<file path="config.mk">
export PLATFORM = sky130hd
export DESIGN_NAME = serial_sub4_flat
export DESIGN_NICKNAME = d
export VERILOG_FILES = /design/src/rtl/serial_sub4_if.sv /design/src/rtl/serial_sub4.sv /design/src/flat_wrapper.sv
export SDC_FILE = /design/constraint.sdc
export NUM_CORES = 1
export LEC_CHECK = 0
export CELL_PAD_IN_SITES_DETAIL_PLACEMENT = 0
export CELL_PAD_IN_SITES_GLOBAL_PLACEMENT = 1
export CORE_ASPECT_RATIO = 0.75
export CORE_UTILIZATION = 30
export DETAILED_ROUTE_END_ITERATION = 6
export DONT_BUFFER_PORTS = 1
export PLACE_DENSITY_LB_ADDON = 0.1
export RECOVER_POWER = 100
export SYNTH_ARGS = -nofsm -noshare
export SYNTH_HDL_FRONTEND = slang
export SYNTH_SLANG_ARGS = --single-unit
</file>
<file path="constraint.sdc">
create_clock -name clk -period 1.5 [get_ports clk]
set_clock_uncertainty 0.2 [all_clocks]
set_input_delay 0.375 -clock clk [delete_from_list [all_inputs] [get_ports clk]]
set_output_delay 0.375 -clock clk [all_outputs]
set_load 0.02 [all_outputs]
</file>
<file path="src/rtl/serial_sub4_if.sv">
`default_nettype none
// ============================================================================
// Module      : serial_sub4_if
// Description : Start/done handshake bundle for the bit-serial subtractor.
//               The requester drives the operands and start, and the
//               subtractor returns busy, the done pulse and the result.
// Ports (modport slave, the subtractor side):
//   start  in   request, only looked at while the subtractor is idle
//   A      in   [WIDTH] minuend
//   B      in   [WIDTH] subtrahend
//   Bin    in   borrow-in
//   busy   out  operation in progress (SHIFT or DONE)
//   done   out  one-cycle completion pulse
//   D      out  [WIDTH] difference (A - B - Bin) mod 2^WIDTH
//   Bout   out  borrow-out, 1 when A < B + Bin
// Revision    : 1.0 - initial release
// ============================================================================
interface serial_sub4_if #(
  parameter int WIDTH = 4
);
  logic             start;
  logic [WIDTH-1:0] A;
  logic [WIDTH-1:0] B;
  logic             Bin;
  logic             busy;
  logic             done;
  logic [WIDTH-1:0] D;
  logic             Bout;

  // Requester side
  modport master (
    output start, A, B, Bin,
    input  busy, done, D, Bout
  );

  // Subtractor side
  modport slave (
    input  start, A, B, Bin,
    output busy, done, D, Bout
  );
endinterface
`default_nettype wire

</file>
<file path="src/rtl/serial_sub4.sv">
`default_nettype none
// ============================================================================
// Module      : serial_sub4
// Description : Bit-serial subtractor computing A - B - Bin over WIDTH
//               clock cycles, LSB first, with a single borrow cell and
//               operand shift registers. The result is held on D/Bout
//               until the next operation completes.
// Ports:
//   clk   in   rising-edge clock
//   rst   in   asynchronous active-high reset
//   bus   slave modport of serial_sub4_if (start, A, B, Bin in;
//              busy, done, D, Bout out)
// Revision    : 1.0 - initial release
// ============================================================================
module serial_sub4 #(
  parameter int WIDTH = 4
) (
  input  wire          clk,
  input  wire          rst,
  serial_sub4_if.slave bus
);

  localparam int CNT_W = (WIDTH > 1) ? $clog2(WIDTH) : 1;
  localparam logic [CNT_W-1:0] LAST_BIT = CNT_W'(WIDTH - 1);

  localparam logic [1:0] S_IDLE  = 2'd0;
  localparam logic [1:0] S_SHIFT = 2'd1;
  localparam logic [1:0] S_DONE  = 2'd2;

  logic [1:0]       state_q, state_d;
  logic [WIDTH-1:0] a_sr_q,  a_sr_d;
  logic [WIDTH-1:0] b_sr_q,  b_sr_d;
  logic [WIDTH-1:0] r_sr_q,  r_sr_d;
  logic             br_q,    br_d;
  logic [CNT_W-1:0] cnt_q,   cnt_d;
  logic [WIDTH-1:0] dout_q,  dout_d;
  logic             bout_q,  bout_d;

  // Single full-subtractor cell working on the current LSBs
  logic bit_a, bit_b, diff_bit, borrow_next;

  always_comb begin
    bit_a       = a_sr_q[0];
    bit_b       = b_sr_q[0];
    diff_bit    = bit_a ^ bit_b ^ br_q;
    borrow_next = (~bit_a & bit_b) | (~(bit_a ^ bit_b) & br_q);
  end

  always_comb begin
    state_d = state_q;
    a_sr_d  = a_sr_q;
    b_sr_d  = b_sr_q;
    r_sr_d  = r_sr_q;
    br_d    = br_q;
    cnt_d   = cnt_q;
    dout_d  = dout_q;
    bout_d  = bout_q;

    case (state_q)
      S_IDLE: begin
        if (bus.start) begin
          a_sr_d  = bus.A;
          b_sr_d  = bus.B;
          br_d    = bus.Bin;
          cnt_d   = '0;
          state_d = S_SHIFT;
        end
      end

      S_SHIFT: begin
        a_sr_d = {1'b0, a_sr_q[WIDTH-1:1]};
        b_sr_d = {1'b0, b_sr_q[WIDTH-1:1]};
        // Difference bits enter at the MSB so that after WIDTH shifts
        // bit 0 of the result sits at r_sr[0].
        r_sr_d = {diff_bit, r_sr_q[WIDTH-1:1]};
        br_d   = borrow_next;
        if (cnt_q == LAST_BIT) begin
          // Publish the finished word (including this last bit) on the
          // same edge. The counter is cleared rather than incremented so
          // it never needs a value of WIDTH.
          dout_d  = {diff_bit, r_sr_q[WIDTH-1:1]};
          bout_d  = borrow_next;
          cnt_d   = '0;
          state_d = S_DONE;
        end else begin
          cnt_d = cnt_q + 1'b1;
        end
      end

      S_DONE: begin
        state_d = S_IDLE;
      end

      default: begin
        state_d = S_IDLE;
      end
    endcase
  end

  always_ff @(posedge clk or posedge rst) begin
    if (rst) begin
      state_q <= S_IDLE;
      a_sr_q  <= '0;
      b_sr_q  <= '0;
      r_sr_q  <= '0;
      br_q    <= 1'b0;
      cnt_q   <= '0;
      dout_q  <= '0;
      bout_q  <= 1'b0;
    end else begin
      state_q <= state_d;
      a_sr_q  <= a_sr_d;
      b_sr_q  <= b_sr_d;
      r_sr_q  <= r_sr_d;
      br_q    <= br_d;
      cnt_q   <= cnt_d;
      dout_q  <= dout_d;
      bout_q  <= bout_d;
    end
  end

  assign bus.busy = (state_q != S_IDLE);
  assign bus.done = (state_q == S_DONE);
  assign bus.D    = dout_q;
  assign bus.Bout = bout_q;

endmodule
`default_nettype wire

</file>
<file path="src/flat_wrapper.sv">
// flat-port wrapper written by rule: the top's interface ports become plain ports
module serial_sub4_flat 
#(
  parameter int WIDTH = 4
)
  (clk, rst, bus_start, bus_A, bus_B, bus_Bin, bus_busy, bus_done, bus_D, bus_Bout);
  serial_sub4_if #(.WIDTH(WIDTH)) bus_i ();
  input  wire clk;
  input  wire rst;
  input wire logic [$bits(bus_i.start)-1:0] bus_start;
  input wire logic [$bits(bus_i.A)-1:0] bus_A;
  input wire logic [$bits(bus_i.B)-1:0] bus_B;
  input wire logic [$bits(bus_i.Bin)-1:0] bus_Bin;
  output wire logic [$bits(bus_i.busy)-1:0] bus_busy;
  output wire logic [$bits(bus_i.done)-1:0] bus_done;
  output wire logic [$bits(bus_i.D)-1:0] bus_D;
  output wire logic [$bits(bus_i.Bout)-1:0] bus_Bout;
  assign bus_i.start = bus_start;
  assign bus_i.A = bus_A;
  assign bus_i.B = bus_B;
  assign bus_i.Bin = bus_Bin;
  assign bus_busy = bus_i.busy;
  assign bus_done = bus_i.done;
  assign bus_D = bus_i.D;
  assign bus_Bout = bus_i.Bout;
  serial_sub4 #(.WIDTH(WIDTH)) u_core (.clk(clk), .rst(rst), .bus(bus_i));
endmodule
</file>
==> out/summary.log <==
qor: sta.timing.slew.headroom 0.649
qor: place.place.gp.congestion 0.725
qor: clock_network.tritoncts built
qor: sta.slew_worst_pin 527 ps
qor: die.num_rows 17
qor: critical_path.crit_path_end_kind output pin
qor: global_routing.grt_start_max_net_pins 22
qor: synth.syn-mean-instance-area 12.2 um2
qor: status.run_status complete, but fails checks
qor: critical_path.setup.worst_path.start_class register
qor: detailed_routing.route.detailed.drc 0
qor: critical_path.worstPathMaxFanout 4
qor: die.die_x 68.7 um
qor: pwr.total_leakage_power 0.635 nW
qor: layout.final_layout_size_suffix_gt1_frac 0.465
qor: global_routing.global_route_wire_length_before_repair 3570 um
qor: detailed_routing.drtIter0Drc 25
qor: clock_network.root_buffer clkbuf_8
qor: critical_path.type_of_the_worst_setup_path reg2out
qor: critical_path.crit-reg2reg-launch u_core.br_q$_DFFE_PP0P_
qor: clock_network.cts_max_level 1
qor: sta.whs 43.9 ps
qor: die.dieArea 3580 um2
qor: layout.number_of_antenna_repair_diodes 0
qor: synth.synth-seq-cells 21
qor: die.boundaryPins 19
qor: critical_path.cp_data_arrival_time 1010 ps
qor: synth.synthesis.area 1000 um2
qor: synth.synth.yosys.seq_area_share 0.524
qor: clock_network.clkSinkCount 21
qor: detailed_routing.finalWirelength 2220 um
qor: layout.area_growth 33.6%
qor: layout.num-fill-cells 308
qor: detailed_routing.dr_wl_cell 16.2 um
qor: run.max_cap_viol_count 0
qor: detailed_routing.drt-vias-per-instance 4.98
qor: clock_network.numCtsBuffers 3
qor: detailed_routing.route.antenna.remaining_nets 0
qor: sta.final_critical_path_required_period 1590 ps
qor: synth.synthDistinctLibCells 23
qor: status.failed_checks setup timing
qor: synth.yosysWarningCount 0
qor: layout.mostFrequentLayoutCell dfrtp_1
qor: detailed_routing.vias 682
qor: place.dpl_cell_area 1090 um2
qor: place.dp_hpwl 1430 um
qor: synth.syn-instance-count 82
qor: layout.final_core_utilization 0.437
qor: sta.timing.final.setup_violations 6
qor: sta.fmax 0.631 GHz
qor: clock_network.insertion_delay 260 ps
qor: pwr.totalPowerFinal 2.99 mW
qor: detailed_routing.drtPass1Iterations 4
qor: die.floorplan.die.height 52.1 um
qor: critical_path.worstPathRequired 920 ps
qor: clock_network.path_clk_slew 80 ps
qor: sta.postLayoutSetupSlackWorst -85.8 ps
qor: sta.period_share 1.06
qor: pwr.areal_power_density_over_the_cells 2230 nW/um2
qor: global_routing.grt.overflow.total 0
qor: sta.finalHoldViolations 0
qor: pwr.vdd_ir_drop_max 0.920 mV
qor: global_routing.number_of_antenna_violations_at_the_first_check_in_global_routing 0
qor: critical_path.timing.critical_path.from u_core.state_q[0]$_DFFE_PP0P_
qor: worst_hold_path.min-delay-start bus_start
qor: clock_network.clockBufferDepth 2
qor: place.port-buffer-count 0
qor: sta.max_slew_violation_count 0
qor: layout.final_design_area_no_fill 1340 um2
qor: synth.syn-num-nets 96
qor: layout.finish.net_count 114
qor: layout.mostFrequentLayoutCells dfrtp_1 (19), buf_4 (13), inv_1 (10), mux2_4 (7), nor2_1 (5)
qor: sta.grt_setup_unrepaired yes
qor: global_routing.grt_pass1_vias 685
qor: die.initial_core_util 0.327
qor: global_routing.global_route.usage.total 0.145
qor: worst_hold_path.type_of_the_most_critical_hold_path in2reg
qor: die.core-area 3060 um2
## Yosys cell counts
cell type  number  area, um2
nor2_1          6       22.5
a22o_1          2       17.5
mux2_2          7       78.8
a211oi_1        2       15.0
dfrtp_1        21        526
buf_4           1       7.51
fa_1            1       20.0
buf_6           2       22.5
nand3b_4        1       20.0
and3b_1         1       8.76
a221oi_1        5       43.8
a32o_1          2       20.0
mux2i_1         1       10.0
nand2b_1        2       12.5
nor3b_1         2       15.0
o21bai_4        1       18.8
inv_1          11       41.3
ha_1            1       12.5
clkbuf_1        1       3.75
a21oi_1         1       5.00
buf_2           2       10.0
nor2b_1         3       18.8
nor4b_1         6       52.6
## final timing paths
check / end / slack [ps] / depth (start not counted)
max: bus_done / -90 / 2
min: u_core.state_q[0]$_DFFE_PP0P_ / 40 / 2
max reg2reg: u_core.bus.D[3]$_DFFE_PP0P_ / -10 / 3
min reg2reg: u_core.a_sr_q[3]$_DFFE_PP0P_ / 300 / 1
max in group asynchronous: u_core.state_q[0]$_DFFE_PP0P_ / 250 / 3
min in group asynchronous: u_core.bus.D[1]$_DFFE_PP0P_ / 470 / 3
## repair_timing
item	in CTS	in global routing
setup endpoints to repair	3	16
pin swaps	1	4
hold endpoints to repair	21	0
buffers inserted	5	2
hold buffers	1	0
resized for setup	14	16
## per-layer routing
metal / vias to the layer above / share of wire / track usage
met2: 12 / 0.42 / 0.172
met3: 4 / 0.047 / 0.0482
met1: 343 / 0.52 / 0.224
met4: 0 / 0.019 / 0.0714
li1: 323 / - / -
met5: - / 0 / 0
## flip-flops by register name, indices dropped and copies added (netlist names)
| name | count |
|---|---|
| u_core.a_sr_q | 4 |
| u_core.b_sr_q | 4 |
| u_core.bus.D | 4 |
| u_core.r_sr_q | 3 |
| u_core.cnt_q | 2 |
| u_core.state_q | 2 |
| u_core.br_q | 1 |
| u_core.bus.Bout | 1 |
## critical path, cell delays in order (launching register included)
cell,delay (ps)
dfrtp_2,450
buf_6,130
nor2b_4,160
## power breakdown
| group | internal, mW | switching [mW] | total, mW |
|---|---|---|---|
| Combinational | 0.836 | 0.653 | 1.49 |
| Clock | 0.189 | 0.189 | 0.378 |
| Sequential | 0.846 | 0.277 | 1.12 |
## logic make-up (layout without fill, tap and decap cells)
kind of cell | after synthesis | after routing | share of synthesized area
flip-flops | 21 | 21 | 0.524
AND/OR/NAND/NOR | 21 | 21 | 0.150
buffers and inverters | 17 | 34 | 0.0849
AO/OA/AOI/OAI | 13 | 13 | 0.120
multiplexers | 8 | 8 | 0.0886
adder cells (fa/ha/maj) | 2 | 2 | 0.0325
## final cells by class
class / instances / area, um2 / area share
flip-flops and latches: 21 / 528 / 0.394
clock buffers: 4 / 45.0 / 0.0336
repair buffers: 19 / 154 / 0.115
inverters: 11 / 41.3 / 0.0308
well taps: 38 / 47.5 / 0.0355
multi-input cells: 44 / 523 / 0.391
## per-stage QoR
step,instances,setup TNS (ps),setup WS (ps)
2_1_floorplan,82,0,21.9
3_3_place_gp,125,0,31.2
3_5_place_dp,125,-24.1,-24.1
4_1_cts,135,-219,-87.1
5_1_grt,137,-698,-126
6_report,137,-171,-85.8
(Power assumes the default switching activity.)
==> RTL change, RTL diff (same settings) <==
Take the reset off `dout_q` and load it in a clocked block of its own.
--- a/src/rtl/serial_sub4.sv
+++ b/src/rtl/serial_sub4.sv
@@ -106,5 +106,4 @@
       br_q    <= 1'b0;
       cnt_q   <= '0;
-      dout_q  <= '0;
       bout_q  <= 1'b0;
     end else begin
@@ -115,7 +114,10 @@
       br_q    <= br_d;
       cnt_q   <= cnt_d;
-      dout_q  <= dout_d;
       bout_q  <= bout_d;
     end
+  end
+
+  always_ff @(posedge clk) begin
+    dout_q <= dout_d;
   end
 
Behaviour: differs if rst is asserted again (counterexample within 10 cycles, from zero or initial values and one cycle with rst high); with rst held inactive, the same outputs for 10 cycles.
==> RTL change against the original RTL <==
- the run still ends with setup timing left
- final area shrank 3.0%
- maximum frequency grew 0.86%
- total power shrank 5.7%
- wire length shrank 9.8%
- sequential cell count is the same
- setup slack gained 0.013 ns
- synthesized area grew 7.1%
- count of clock-buffer cells in the layout shrank 1
==> RTL change: results (changes against the original RTL) <==
[layout]
nets = 109  ; was 114
drive_above_1_share_pct = 46.8  ; was 46.5%
fill_cells = 336  ; was 308
design_area_um2 = 1300  ; was 1340 µm²
multi_input_area_share_pct = 35.7  ; was 39.1%
multi_input_cells = 41  ; was 44
nonClkBufAreaFrac_pct = 11.8  ; was 11.5%
inv_count = 10  ; was 11
layout.cells.non_filler = 134  ; was 137
clock_buffer_count = 3  ; was 4
buffers = 18  ; was 19
clockNetworkAreaShare_pct = 3.56  ; was 3.36%
seq-cell-share_pct = 42.2  ; was 39.4%

[placed_design]
dp_hpwl_um = 1450  ; was 1430 µm
pre_cts_ws_ns = 0.00140  ; was -0.0241 ns
dpl_cell_area_um2 = 1170  ; was 1090 µm²
gp_congestion = 0.669  ; was 0.725

[grt]
grt_pass1_vias = 683  ; was 685
grt_start_max_net_pins = 18  ; was 22
grt_pass1_wl_um = 3330  ; was 3570 µm
track_usage_pct = 12.0  ; was 14.5%

[worst_setup_path]
crit_slowest_cell = dfrtp_2  ; unchanged
cp.arrival_ns = 1.00

[power_and_ir_drop]
total_power_w = 0.00282  ; was 0.00299 W
ir_drop_mv = 0.633  ; was 0.920 mV
maxPowerGroup = combinational cells  ; unchanged
powerClk_w = 0.000377  ; was 0.000378 W
comb_power_w = 0.00140  ; was 0.00149 W
p_sw_share_pct = 35.6  ; was 37.4%
p_leak_nw = 0.568  ; was 0.635 nW

[detailed_routing]
routed_wl_um = 2010  ; was 2220 µm
met3WireLength_um = 67  ; was 104 µm
drt_pass1_iterations = 6  ; was 4
vias_per_cell = 4.81  ; was 4.98
met2_length_um = 825  ; was 928 µm
drt_iter0_markers = 11  ; was 25
drt-met1-wl_um = 1110  ; was 1150 µm

[clock_network]
cts_hold_buf = 1  ; unchanged
cts_setup_buffers = 4  ; was 5
cts_resized = 8  ; was 14
clock_path_buffers = 2  ; unchanged

[yosys]
synth_common_cells = dfrtp_1, inv_1, nor2_1  ; was dfrtp_1, inv_1, mux2_2
yosys.area_share.adder_pct = 3.03  ; was 3.25%
synth_nets = 92  ; was 96
async_reset_ff_share_pct = 81.0  ; was 100%
ys_seq_area_share_pct = 50.8  ; was 52.4%
synth-edff-count = 4  ; was 0
synth.avg_cell_area_um2 = 13.8  ; was 12.2 µm²
syn_inst = 78  ; was 82
synth_compound_area_share_pct = 13.4  ; was 12.0%
yosysUniqueCellTypes = 26  ; was 23
synthMuxAreaShare_pct = 4.08  ; was 8.86%
synth_area_leaders = dfrtp_1, edfxtp_1, a221oi_2  ; was dfrtp_1, mux2_2, nor4b_1

[sta]
relSlewSlack_pct = 69.6  ; was 64.9%
finalWorstSetupSlack_ns = -0.0723  ; was -0.0858 ns
final.setup.tns_ns = -0.101  ; was -0.171 ns
setup_viol = 2  ; was 6

[status]
violations = setup timing  ; unchanged
status = finished, violations left  ; unchanged

[RTL change: final timing paths]
kind / from / to / slack, ns / cells past startpoint
min reg2reg: u_core.r_sr_q[1] / u_core.bus.D[0] / 0.26 / 0
max reg2reg: u_core.br_q / u_core.r_sr_q[3] / 0.02 / 3
max: u_core.state_q[0] / bus_done / -0.07 / 2
max in group asynchronous: rst / u_core.state_q[1] / 0.31 / 3
min: bus_start / u_core.state_q[0] / 0.05 / 2
min in group asynchronous: rst / u_core.r_sr_q[3] / 0.45 / 3
[RTL change: routing by layer]
| metal | vias up | GRT usage, % |
|---|---|---|
| met4 | 0 | 2.00 |
| met5 | - | 0 |
| met2 | 12 | 19.4 |
| li1 | 310 | - |
| met3 | 2 | 3.93 |
| met1 | 321 | 16.2 |
[RTL change: logic make-up after synthesis]
group / count (synthesis)
flops: 21
fa+ha+maj: 2
mux: 4
simple gates: 22
compound gates: 13
buf+inv: 16
